**src/rtl/dmem_arbiter_if.sv**
```systemverilog
// Data-memory arbitration bus: two requesters plus the memory port.
// master = requesters and memory model side, slave = the arbiter.
interface dmem_arbiter_if #(
  parameter int ADDR_W = 9,
  parameter int DATA_W = 32
);
  logic              m0_req, m0_we, m0_gnt, m0_rvalid;
  logic [ADDR_W-1:0] m0_addr;
  logic [DATA_W-1:0] m0_wdata, m0_rdata;
  logic              m1_req, m1_we, m1_gnt, m1_rvalid, m1_lock;
  logic [ADDR_W-1:0] m1_addr;
  logic [DATA_W-1:0] m1_wdata, m1_rdata;
  logic              mem_we;
  logic [ADDR_W-1:0] mem_addr;
  logic [DATA_W-1:0] mem_din, mem_dout;

  modport master (
    output m0_req, m0_we, m0_addr, m0_wdata,
    output m1_req, m1_we, m1_addr, m1_wdata, m1_lock,
    output mem_dout,
    input  m0_gnt, m0_rvalid, m0_rdata,
    input  m1_gnt, m1_rvalid, m1_rdata,
    input  mem_we, mem_addr, mem_din
  );

  modport slave (
    input  m0_req, m0_we, m0_addr, m0_wdata,
    input  m1_req, m1_we, m1_addr, m1_wdata, m1_lock,
    input  mem_dout,
    output m0_gnt, m0_rvalid, m0_rdata,
    output m1_gnt, m1_rvalid, m1_rdata,
    output mem_we, mem_addr, mem_din
  );
endinterface

```
**src/rtl/dmem_arbiter.sv**
```systemverilog
// Two-requester round-robin data-memory arbiter with a bounded ownership
// lock for requester 1; single-cycle issue, read data returned one cycle later.
module dmem_arbiter #(
  parameter int ADDR_W = 9,
  parameter int DATA_W = 32
) (
  input  logic           clk,
  input  logic           rst,
  dmem_arbiter_if.slave  bus
);
  localparam logic [3:0] LOCK_MAX = 4'd8;

  typedef enum logic {IDLE, OWN1_LOCKED} arbState_e;

  arbState_e         state, stateNxt;
  logic [3:0]        lockCnt, lockCntNxt;
  logic              lastGnt;
  logic              gnt0, gnt1, grant, lockHold;
  logic              selWe;
  logic [ADDR_W-1:0] selAddr, addrQ;
  logic [DATA_W-1:0] selDin, dinQ;
  logic              rdPend0, rdPend1, rv0, rv1;
  logic [DATA_W-1:0] rdataQ0, rdataQ1;

  // lockHold: requester 1 keeps the port while it asks and the budget lasts
  always_comb begin
    stateNxt   = state;
    lockCntNxt = lockCnt;
    gnt0       = 1'b0;
    gnt1       = 1'b0;
    lockHold   = (state == OWN1_LOCKED) && bus.m1_req && bus.m1_lock && (lockCnt < LOCK_MAX);
    if (!rst) begin
      if (lockHold) begin
        gnt1 = 1'b1;
      end else if (bus.m0_req && bus.m1_req) begin
        gnt0 = lastGnt;
        gnt1 = ~lastGnt;
      end else begin
        gnt0 = bus.m0_req;
        gnt1 = bus.m1_req;
      end
    end
    case (state)
      IDLE: begin
        if (gnt1 && bus.m1_lock) begin
          stateNxt   = OWN1_LOCKED;
          lockCntNxt = 4'd1;
        end
      end
      OWN1_LOCKED: begin
        if (lockHold) begin
          lockCntNxt = lockCnt + 4'd1;
        end else begin
          stateNxt   = IDLE;
          lockCntNxt = 4'd0;
        end
      end
      default: begin
        stateNxt   = IDLE;
        lockCntNxt = 4'd0;
      end
    endcase
  end

  assign grant   = gnt0 | gnt1;
  assign selWe   = gnt1 ? bus.m1_we    : bus.m0_we;
  assign selAddr = gnt1 ? bus.m1_addr  : bus.m0_addr;
  assign selDin  = gnt1 ? bus.m1_wdata : bus.m0_wdata;

  assign bus.m0_gnt   = gnt0;
  assign bus.m1_gnt   = gnt1;
  assign bus.mem_we   = grant & selWe;
  assign bus.mem_addr = grant ? selAddr : addrQ;
  assign bus.mem_din  = grant ? selDin  : dinQ;

  // Reset in the response cycle kills a pending read's rvalid
  assign rv0 = rdPend0 & ~rst;
  assign rv1 = rdPend1 & ~rst;
  assign bus.m0_rvalid = rv0;
  assign bus.m1_rvalid = rv1;
  assign bus.m0_rdata  = rv0 ? bus.mem_dout : rdataQ0;
  assign bus.m1_rdata  = rv1 ? bus.mem_dout : rdataQ1;

  always_ff @(posedge clk) begin
    if (rst) begin
      state   <= IDLE;
      lockCnt <= 4'd0;
      lastGnt <= 1'b1;
      addrQ   <= '0;
      dinQ    <= '0;
      rdPend0 <= 1'b0;
      rdPend1 <= 1'b0;
      rdataQ0 <= '0;
      rdataQ1 <= '0;
    end else begin
      state   <= stateNxt;
      lockCnt <= lockCntNxt;
      if (grant) begin
        lastGnt <= gnt1;
        addrQ   <= selAddr;
        dinQ    <= selDin;
      end
      rdPend0 <= gnt0 & ~bus.m0_we;
      rdPend1 <= gnt1 & ~bus.m1_we;
      if (rv0) rdataQ0 <= bus.mem_dout;
      if (rv1) rdataQ1 <= bus.mem_dout;
    end
  end
endmodule

```
**src/flat_wrapper.sv**
```systemverilog
// flat-port wrapper written by rule: the top's interface ports become plain ports
module dmem_arbiter_flat 
#(
  parameter int ADDR_W = 9,
  parameter int DATA_W = 32
)
  (clk, rst, bus_m0_req, bus_m0_we, bus_m0_addr, bus_m0_wdata, bus_m1_req, bus_m1_we, bus_m1_addr, bus_m1_wdata, bus_m1_lock, bus_mem_dout, bus_m0_gnt, bus_m0_rvalid, bus_m0_rdata, bus_m1_gnt, bus_m1_rvalid, bus_m1_rdata, bus_mem_we, bus_mem_addr, bus_mem_din);
  dmem_arbiter_if #(.ADDR_W(ADDR_W), .DATA_W(DATA_W)) bus_i ();
  input  logic clk;
  input  logic rst;
  input wire logic [$bits(bus_i.m0_req)-1:0] bus_m0_req;
  input wire logic [$bits(bus_i.m0_we)-1:0] bus_m0_we;
  input wire logic [$bits(bus_i.m0_addr)-1:0] bus_m0_addr;
  input wire logic [$bits(bus_i.m0_wdata)-1:0] bus_m0_wdata;
  input wire logic [$bits(bus_i.m1_req)-1:0] bus_m1_req;
  input wire logic [$bits(bus_i.m1_we)-1:0] bus_m1_we;
  input wire logic [$bits(bus_i.m1_addr)-1:0] bus_m1_addr;
  input wire logic [$bits(bus_i.m1_wdata)-1:0] bus_m1_wdata;
  input wire logic [$bits(bus_i.m1_lock)-1:0] bus_m1_lock;
  input wire logic [$bits(bus_i.mem_dout)-1:0] bus_mem_dout;
  output wire logic [$bits(bus_i.m0_gnt)-1:0] bus_m0_gnt;
  output wire logic [$bits(bus_i.m0_rvalid)-1:0] bus_m0_rvalid;
  output wire logic [$bits(bus_i.m0_rdata)-1:0] bus_m0_rdata;
  output wire logic [$bits(bus_i.m1_gnt)-1:0] bus_m1_gnt;
  output wire logic [$bits(bus_i.m1_rvalid)-1:0] bus_m1_rvalid;
  output wire logic [$bits(bus_i.m1_rdata)-1:0] bus_m1_rdata;
  output wire logic [$bits(bus_i.mem_we)-1:0] bus_mem_we;
  output wire logic [$bits(bus_i.mem_addr)-1:0] bus_mem_addr;
  output wire logic [$bits(bus_i.mem_din)-1:0] bus_mem_din;
  assign bus_i.m0_req = bus_m0_req;
  assign bus_i.m0_we = bus_m0_we;
  assign bus_i.m0_addr = bus_m0_addr;
  assign bus_i.m0_wdata = bus_m0_wdata;
  assign bus_i.m1_req = bus_m1_req;
  assign bus_i.m1_we = bus_m1_we;
  assign bus_i.m1_addr = bus_m1_addr;
  assign bus_i.m1_wdata = bus_m1_wdata;
  assign bus_i.m1_lock = bus_m1_lock;
  assign bus_i.mem_dout = bus_mem_dout;
  assign bus_m0_gnt = bus_i.m0_gnt;
  assign bus_m0_rvalid = bus_i.m0_rvalid;
  assign bus_m0_rdata = bus_i.m0_rdata;
  assign bus_m1_gnt = bus_i.m1_gnt;
  assign bus_m1_rvalid = bus_i.m1_rvalid;
  assign bus_m1_rdata = bus_i.m1_rdata;
  assign bus_mem_we = bus_i.mem_we;
  assign bus_mem_addr = bus_i.mem_addr;
  assign bus_mem_din = bus_i.mem_din;
  dmem_arbiter #(.ADDR_W(ADDR_W), .DATA_W(DATA_W)) u_core (.clk(clk), .rst(rst), .bus(bus_i));
endmodule
```
**config.mk**
```make
export PLATFORM = sky130hd
export DESIGN_NAME = dmem_arbiter_flat
export DESIGN_NICKNAME = d
export VERILOG_FILES = /design/src/rtl/dmem_arbiter_if.sv /design/src/rtl/dmem_arbiter.sv /design/src/flat_wrapper.sv
export SDC_FILE = /design/constraint.sdc
export NUM_CORES = 1
export LEC_CHECK = 0
export ABC_AREA = 1
export BUFFER_PORTS_ARGS = -buffer_cell sky130_fd_sc_hd__buf_2
export CAP_MARGIN = 10
export CELL_PAD_IN_SITES_DETAIL_PLACEMENT = 0
export CELL_PAD_IN_SITES_GLOBAL_PLACEMENT = 2
export CORE_MARGIN = 1.5
export CORE_UTILIZATION = 22
export DETAILED_ROUTE_END_ITERATION = 10
export PLACE_DENSITY_LB_ADDON = 0.15
export SLEW_MARGIN = 20
export SYNTH_ARGS = -nofsm -noshare
export SYNTH_HDL_FRONTEND = slang
export SYNTH_SLANG_ARGS = --single-unit
```
**constraint.sdc**
```tcl
create_clock -name clk -period 1.3 [get_ports clk]
set_input_delay 0.065 -clock clk [delete_from_list [all_inputs] [get_ports clk]]
set_output_delay 0.065 -clock clk [all_outputs]
set_load 0.03 [all_outputs]
```
==> metrics.sh, run 1 <==
POST-DP-HPWL_UM=13320
MAX_CAP_VIOL_COUNT=0
HTREE_LEVELS=4
AVGSYNTHCELLAREA_UM2=6.988
CTS_TREE='done'
CELLPOWERDENSITY_nW_PER_UM2=1055
LAYOUTNONFILLERINSTCOUNT=1476
CLOCK_SLEW_AT_REPORTED_PATH_FFS_NS=0.06
SYN-NUM-NETS=913
WORST-ENDPOINT-REQUIRED_NS=1.24
FLOORPLAN.DIE.HEIGHT_UM=161.5
INITIAL_ANTENNA_VIOLATION_COUNT=3
CTS_ROOT_BUFFER='sky130_fd_sc_hd__clkbuf_16'
WORST_SLEW_MARGIN_REL=0.5355
NFILLCELLS=2387
GRT_OVERFLOW=0
MAX_CLOCK_FREQ_GHz=0.5308
DRT_ITER0_DRC=193
SYNTH_WARNINGS=0
LEAKAGE_nW=5.152
START_UTIL=0.2260
AREA.SEQUENTIAL_UM2=2268
VIA_COUNT=6361
FINAL_PERIOD_MINUS_WORST_SETUP_SLACK_NS=1.884
CTSLONGESTPATHBUFFERS=2
FINALPOWER_mW=12.64
DRT-VIAS-PER-INSTANCE=4.310
FINAL.PERIOD_UTILIZATION=1.449
DETAIL_ROUTE.DRC_VIOLATIONS=0
DRT_WL_TOTAL_UM=22220
CRIT_PATH_MAX_FO=29
LAYOUT-DRIVE-GT1-SHARE=0.6007
FINAL.HOLD.WORST_SLACK_NS=0.004059
YOSYSSEQAREASHARE=0.4092
VIA_COUNT_OF_THE_FIRST_GLOBAL_ROUTING_PASS=6559
SKEW_NS=0.01096
CORE_UM2=24460
ARRIVAL_NS=1.82
FINALMAXSLEWVIOLATIONS=0
CRIT_PATH_START_KIND='flop'
FINAL_NET_COUNT=1261
WORST_SKEW_PAIR.LATE_LATENCY_NS=0.42
AREA.GROWTH.SYNTH_TO_FINAL_PCT=116.7
SYNTH_CELL_TYPES=24
SYN_INST=791
GLOBALROUTETOTALUTIL=0.1674
TRITONCTS.NUM_BUFFERS=17
PRECTSSETUPSLACK_NS=-0.2371
MOSTFREQUENTLAYOUTCELLS='136 x sky130_fd_sc_hd__buf_6, 133 x sky130_fd_sc_hd__inv_1, 120 x sky130_fd_sc_hd__buf_2'
FIRST_PASS_GRT_WIRE_LENGTH_UM=34550
MULTI_INPUT_AREA_UM2=4170
TOP_LEVEL_PORTS=231
AREA_OF_THE_DIE_UM2=26090
GLOBALPLACE.CONGESTION=0.7102
FIRST_PASS_ITERS=4
TIGHTEST_SLEW_NS=0.6968
HOLD_PATH.CLASS='primary input to flop'
POST-PLACE-CELLS=1335
DIE_X_UM=161.5
RSZ0062_AT_GRT='yes'
STATUS='finished with violations'
WORSTSETUPPATHTYPE='flop to output pin'
WORSTSETUPENDPOINTTYPE='output pin'
SYNTH_SEQ_CELLS=113
MAX-VDD-IR-DROP_mV=0.6837
LAYOUT_COMMONEST_CELL='sky130_fd_sc_hd__buf_6'
ROUTE.DETAILED.WL_PER_INST_UM=15.06
IO_BUFFER_COUNT=230
NETLIST.TOP_CELL.BY_AREA='sky130_fd_sc_hd__dfxtp_1'
POSTROUTEANTENNANETS=0
CLKSINKCOUNT=113
GRT_MAX_DEGREE=45
INSERTEDDIODECOUNT=0
MAPPEDNETLISTAREA_UM2=5528
POST-SYNTH-TOP-AREA-FRACTION=0.4092
TIMING.FINAL.WS_SETUP_NS=-0.5838
PLACEMENTROWS=57
FAILED_CHECKS='negative setup slack'
SYNTH_TOP_CELLS_BY_AREA='sky130_fd_sc_hd__dfxtp_1 41%, sky130_fd_sc_hd__inv_1 9.8%, sky130_fd_sc_hd__nand2_1 8.8%'
REPORT.FINAL.HOLD_VIOL_COUNT=0
SETUP_VIOL=152
## power breakdown
group          switching (mW)  internal [mW]
combinational            2.04           1.73
clock                    1.85           3.28
sequential             0.0551           3.68
## through the flow
| stage | utilization | setup TNS [ns] | area, um^2 |
|---|---|---|---|
| after floorplan | - | -0.7052 | 6437 |
| after global placement | 0.3338 | -9.062 | 8165 |
| after detailed placement | 0.3338 | -10.33 | 8165 |
| after CTS | 0.4603 | -57.66 | 11260 |
| after global routing | 0.4896 | -64.80 | 11980 |
| final | 0.4896 | -50.97 | 11980 |
## cells in the mapped netlist (all sizes together)
cell,number
nand3b,9
a21oi,102
nor2,80
nand2,134
o21ai,40
a211oi,64
clkbuf,16
nand3,45
nand4,2
buf,35
ha,1
inv,150
dfxtp,113
## worst max-delay path, cell delays in order, from the launching register on
cell and delay [ns]:
sky130_fd_sc_hd__dfxtp_2 0.35, sky130_fd_sc_hd__nor2_2 0.06, sky130_fd_sc_hd__nor2_4 0.11, sky130_fd_sc_hd__nand2_4 0.15, sky130_fd_sc_hd__buf_12 0.22, sky130_fd_sc_hd__o21ai_0 0.20
sky130_fd_sc_hd__nand2_2 0.07, sky130_fd_sc_hd__nand2_2 0.07, sky130_fd_sc_hd__inv_2 0.04, sky130_fd_sc_hd__buf_6 0.12
## layer usage
metal,global-route usage,vias to the layer above,wire (um),part of all wire
met2,0.2772,154,10800,0.49
met5,0,-,30,0.0013
li1,-,3250,-,-
met1,0.2065,2932,9720,0.44
met4,0.03872,6,183,0.0082
met3,0.06035,19,1483,0.067
## final cells by class
class / count / share of cell area
Multi-Input combinational cell: 477 / 0.3482
Tap cell: 324 / 0.03385
Inverter: 150 / 0.04983
Sequential cell: 113 / 0.1894
Clock buffer: 18 / 0.03667
Clock inverter: 14 / 0.01692
Timing Repair inverter: 1 / 0.001358
Timing Repair Buffer: 379 / 0.3238
## logic make-up (layout without fill, tap and decap cells)
family	count (synthesis)	count (layout)	share of synthesized area
AOI/OAI and AO/OA	206	206	0.2291
adders and majority gates	1	1	0.002263
buffers and inverters	201	562	0.1512
DFF	113	113	0.4092
and+or+nand+nor	270	270	0.2082
## registers in the layout, summed over array words and instances (netlist names)
| register | flops |
|---|---|
| u_core.lastGnt | 1 |
| u_core.rdataQ0 | 32 |
| u_core.rdPend0 | 1 |
| u_core.state | 1 |
| u_core.rdPend1 | 1 |
| u_core.addrQ | 9 |
| u_core.rdataQ1 | 32 |
| u_core.dinQ | 32 |
| u_core.lockCnt | 4 |
## timing repair
action / 4_1_cts / 5_1_grt
endpoints found under the setup margin: 150 / 172
hold buffers: 30 / 0
cloned: 19 / 7
buffers inserted: 44 / 22
hold endpoints to repair: 29 / 0
pin swaps: 45 / 51
resized for setup: 392 / 155
## final timing paths
check        slack, ns  depth (start not counted)               to              from
max              -0.58                          9  bus_mem_din[28]    u_core.lastGnt
min              0.004                          5  u_core.dinQ[26]  bus_m0_wdata[26]
max reg2reg      -0.28                         12  u_core.dinQ[15]      u_core.state
min reg2reg       0.47                          2   u_core.lastGnt    u_core.lastGnt
Power figures use the tool's default switching activity.
==> run 2, diff against run 1 <==
Settings changed: SETUP_SLACK_MARGIN set to 0.2.
==> run 2 against run 1 <==
Compared with the run above: the flow finishes with violations (negative hold slack, negative setup slack); final area increased by 0.79%; combinational power decreased by 3%; non-clock buffer count decreased by 21; worst hold slack got worse by 0.019 ns; via count decreased by 0.28%; die area unchanged; first-iteration DRC count decreased by 16%; critical path type unchanged; largest power group unchanged.
==> metrics.sh, run 2 (synthesis gave the netlist of run 1 again) <==
FINALMAXSLEWVIOLATIONS=0
CRITICAL_PATH_BUF_INV_COUNT=2
IO_BUFFER_COUNT=230
LAYOUT_COMMONEST_CELL='sky130_fd_sc_hd__buf_6'
CRITPATHSLOWESTCELL='sky130_fd_sc_hd__dfxtp_2'
WORST-ENDPOINT-REQUIRED_NS=1.24
PWR-SHARE-COMB=0.300
POST-DP-HPWL_UM=12860
DRT_WL_TOTAL_UM=21200
RSZ0062_AT_GRT='yes'
TIGHTEST_SLEW_NS=0.5314
VIA_COUNT_OF_THE_FIRST_GLOBAL_ROUTING_PASS=6545
CRIT_PATH_START_KIND='flop'
PATH_DELAY_FAMILY='simple AND/OR/NAND/NOR gates'
P_INT_mW=8.299
TOP_LEVEL_PORTS=231
CP_COMMON_CELL='sky130_fd_sc_hd__nand2_4'
REPORT.FINAL.HOLD_VIOL_COUNT=3
CRIT_PATH_CELL_TRACE='nor2_1, nor2_4, nand2_4, buf_12, nand3_1, nand2_4, buf_2'
INITIAL_ANTENNA_VIOLATION_COUNT=3
MULTI_INPUT_AREA_UM2=4446
PWR-SHARE-SEQ=0.307
GLOBALPLACE.CONGESTION=0.7691
LARGEST_REGISTERS='u_core.dinQ x32, u_core.rdataQ0 x32, u_core.rdataQ1 x32'
LAYOUTNONFILLERINSTCOUNT=1456
CELLPOWERDENSITY_nW_PER_UM2=1008
POST-PLACE-CELLS=1328
MOSTFREQUENTLAYOUTCELLS='160 x sky130_fd_sc_hd__buf_6, 132 x sky130_fd_sc_hd__inv_1, 122 x sky130_fd_sc_hd__buf_2'
DRT_ITER0_DRC=163
WORST_PATH_LARGEST_CELL_DELAY_NS=0.32
HOLD_PATH.CLASS='primary input to flop'
AREA.SEQUENTIAL_UM2=2268
FIRST_PASS_GRT_WIRE_LENGTH_UM=33780
CTS_HOLD_BUFFERS=2
CTS_ROOT_BUFFER='sky130_fd_sc_hd__clkbuf_16'
CLKSINKCOUNT=113
CORE_UM2=24460
CLOCK_SLEW_AT_REPORTED_PATH_FFS_NS=0.06
TRITONCTS.NUM_BUFFERS=17
FINAL.HOLD.WORST_SLACK_NS=-0.01528
NFILLCELLS=2370
LAYOUT-DRIVE-GT1-SHARE=0.6508
CLKPWRFRAC=0.393
WORSTSETUPENDPOINTTYPE='output pin'
VIA_COUNT=6343
ROUTE.DETAILED.WL_PER_INST_UM=14.56
SKEW_NS=0.01552
DIE_X_UM=161.5
TIMING.FINAL.WS_SETUP_NS=-0.5951
WORST_SKEW_PAIR.LATE_LATENCY_NS=0.42
FINALPOWER_mW=12.17
FINAL_PERIOD_MINUS_WORST_SETUP_SLACK_NS=1.895
STATUS='finished with violations'
PRECTSSETUPSLACK_NS=-0.2373
LEAKAGE_nW=5.160
GLOBALROUTETOTALUTIL=0.1627
GRT_OVERFLOW=0
MAX_CLOCK_FREQ_GHz=0.5277
SW_FRAC_OF_TOTAL=0.3180
FAILED_CHECKS='negative hold slack, negative setup slack'
DRT-VIAS-PER-INSTANCE=4.356
MAX_CAP_VIOL_COUNT=0
AREA_OF_THE_DIE_UM2=26090
CRIT_PATH_MAX_FO=21
FIRST_PASS_ITERS=4
POSTROUTEANTENNANETS=0
FINAL_NET_COUNT=1240
ARRIVAL_NS=1.83
SETUP_VIOL=172
MAX-VDD-IR-DROP_mV=0.6831
FLOORPLAN.DIE.HEIGHT_UM=161.5
PLACEMENTROWS=57
WORSTSETUPPATHTYPE='flop to output pin'
AREA.GROWTH.SYNTH_TO_FINAL_PCT=118.4
DETAIL_ROUTE.DRC_VIOLATIONS=0
START_UTIL=0.2260
CTSLONGESTPATHBUFFERS=2
CTS_TREE='done'
GRT_MAX_DEGREE=76
HTREE_LEVELS=4
POWER_SWITCHING_mW=3.869
WORST_SLEW_MARGIN_REL=0.6458
FINAL.PERIOD_UTILIZATION=1.458
==> run 2: cell types whose count changed in the layout (fill, tap and decap cells not counted), sizes merged <==
cell	delta
dlygate4sd3	-28
clkinv	+6
bufinv	-1
buf	+12
inv	-3
diode	+1
clkbuf	-5
clkinvlp	-2
==> run 2: worst min-delay path, stage by stage <==
cell,delay (ns)
sky130_fd_sc_hd__buf_2,0.09
sky130_fd_sc_hd__nand2_1,0.05
sky130_fd_sc_hd__nand2_1,0.05
sky130_fd_sc_hd__nand2_2,0.06
sky130_fd_sc_hd__nor2_1,0.03
==> run 2: final timing paths <==
path | from | slack (ns) | cells after the start | endpoint
worst max-delay path | u_core.lastGnt | -0.60 | 7 | bus_mem_din[16]
worst min-delay path | bus_m1_addr[4] | -0.02 | 5 | u_core.addrQ[4]
worst max register to register | u_core.state | -0.26 | 12 | u_core.dinQ[20]
worst min register to register | u_core.lastGnt | 0.46 | 2 | u_core.lastGnt
==> run 2: layout make-up <==
| cell class | count | area share |
|---|---|---|
| clock buffers | 18 | 0.03555 |
| repair buffers | 358 | 0.3097 |
| diodes | 1 | 0.0002073 |
| repair inverters | 1 | 0.001347 |
| clock inverters | 14 | 0.01368 |
| flip-flops and latches | 113 | 0.1879 |
| well taps | 324 | 0.03358 |
| inverters | 150 | 0.04985 |
| multi-input cells | 477 | 0.3682 |
==> run 2: metal layers <==
layer | part of all wire | GRT usage | wire length (um)
met5 | 0.00033 | 0 | 7
met2 | 0.50 | 0.2764 | 10510
met1 | 0.44 | 0.1979 | 9237
met3 | 0.062 | 0.05598 | 1306
met4 | 0.0065 | 0.03409 | 137
==> run 2: stage by stage <==
| step | instance area [um^2] | utilization | TNS, ns | hold slack (ns) |
|---|---|---|---|---|
| finish | 12070 | 0.4935 | -53.62 | -0.01528 |
| floorplan | 7143 | - | -0.4893 | 0.1300 |
| global route | 12070 | 0.4935 | -71.69 | -0.01707 |
| CTS | 11050 | 0.4519 | -52.39 | -0.02542 |
| global placement | 8708 | 0.3560 | -8.161 | 0.2748 |
| detailed placement | 8708 | 0.3560 | -9.229 | 0.2705 |
==> run 2: power groups by stage <==
stage / Combinational (mW) / Sequential (mW) / Clock, mW
after floorplan: 1.91 / 3.80 / 0
after global placement: 2.74 / 3.80 / 0
after detailed placement: 2.72 / 3.81 / 0
after CTS: 3.40 / 3.73 / 4.94
after global routing: 3.89 / 3.75 / 5.09
final: 3.65 / 3.73 / 4.78
==> run 2: repair_timing <==
item / in CTS / in global routing
setup endpoints to repair: 206 / 223
gates cloned: 17 / 2
endpoints found under the hold margin: 29 / 1
gates resized for setup: 278 / 193
pin swaps: 69 / 68
buffers inserted: 44 / 30
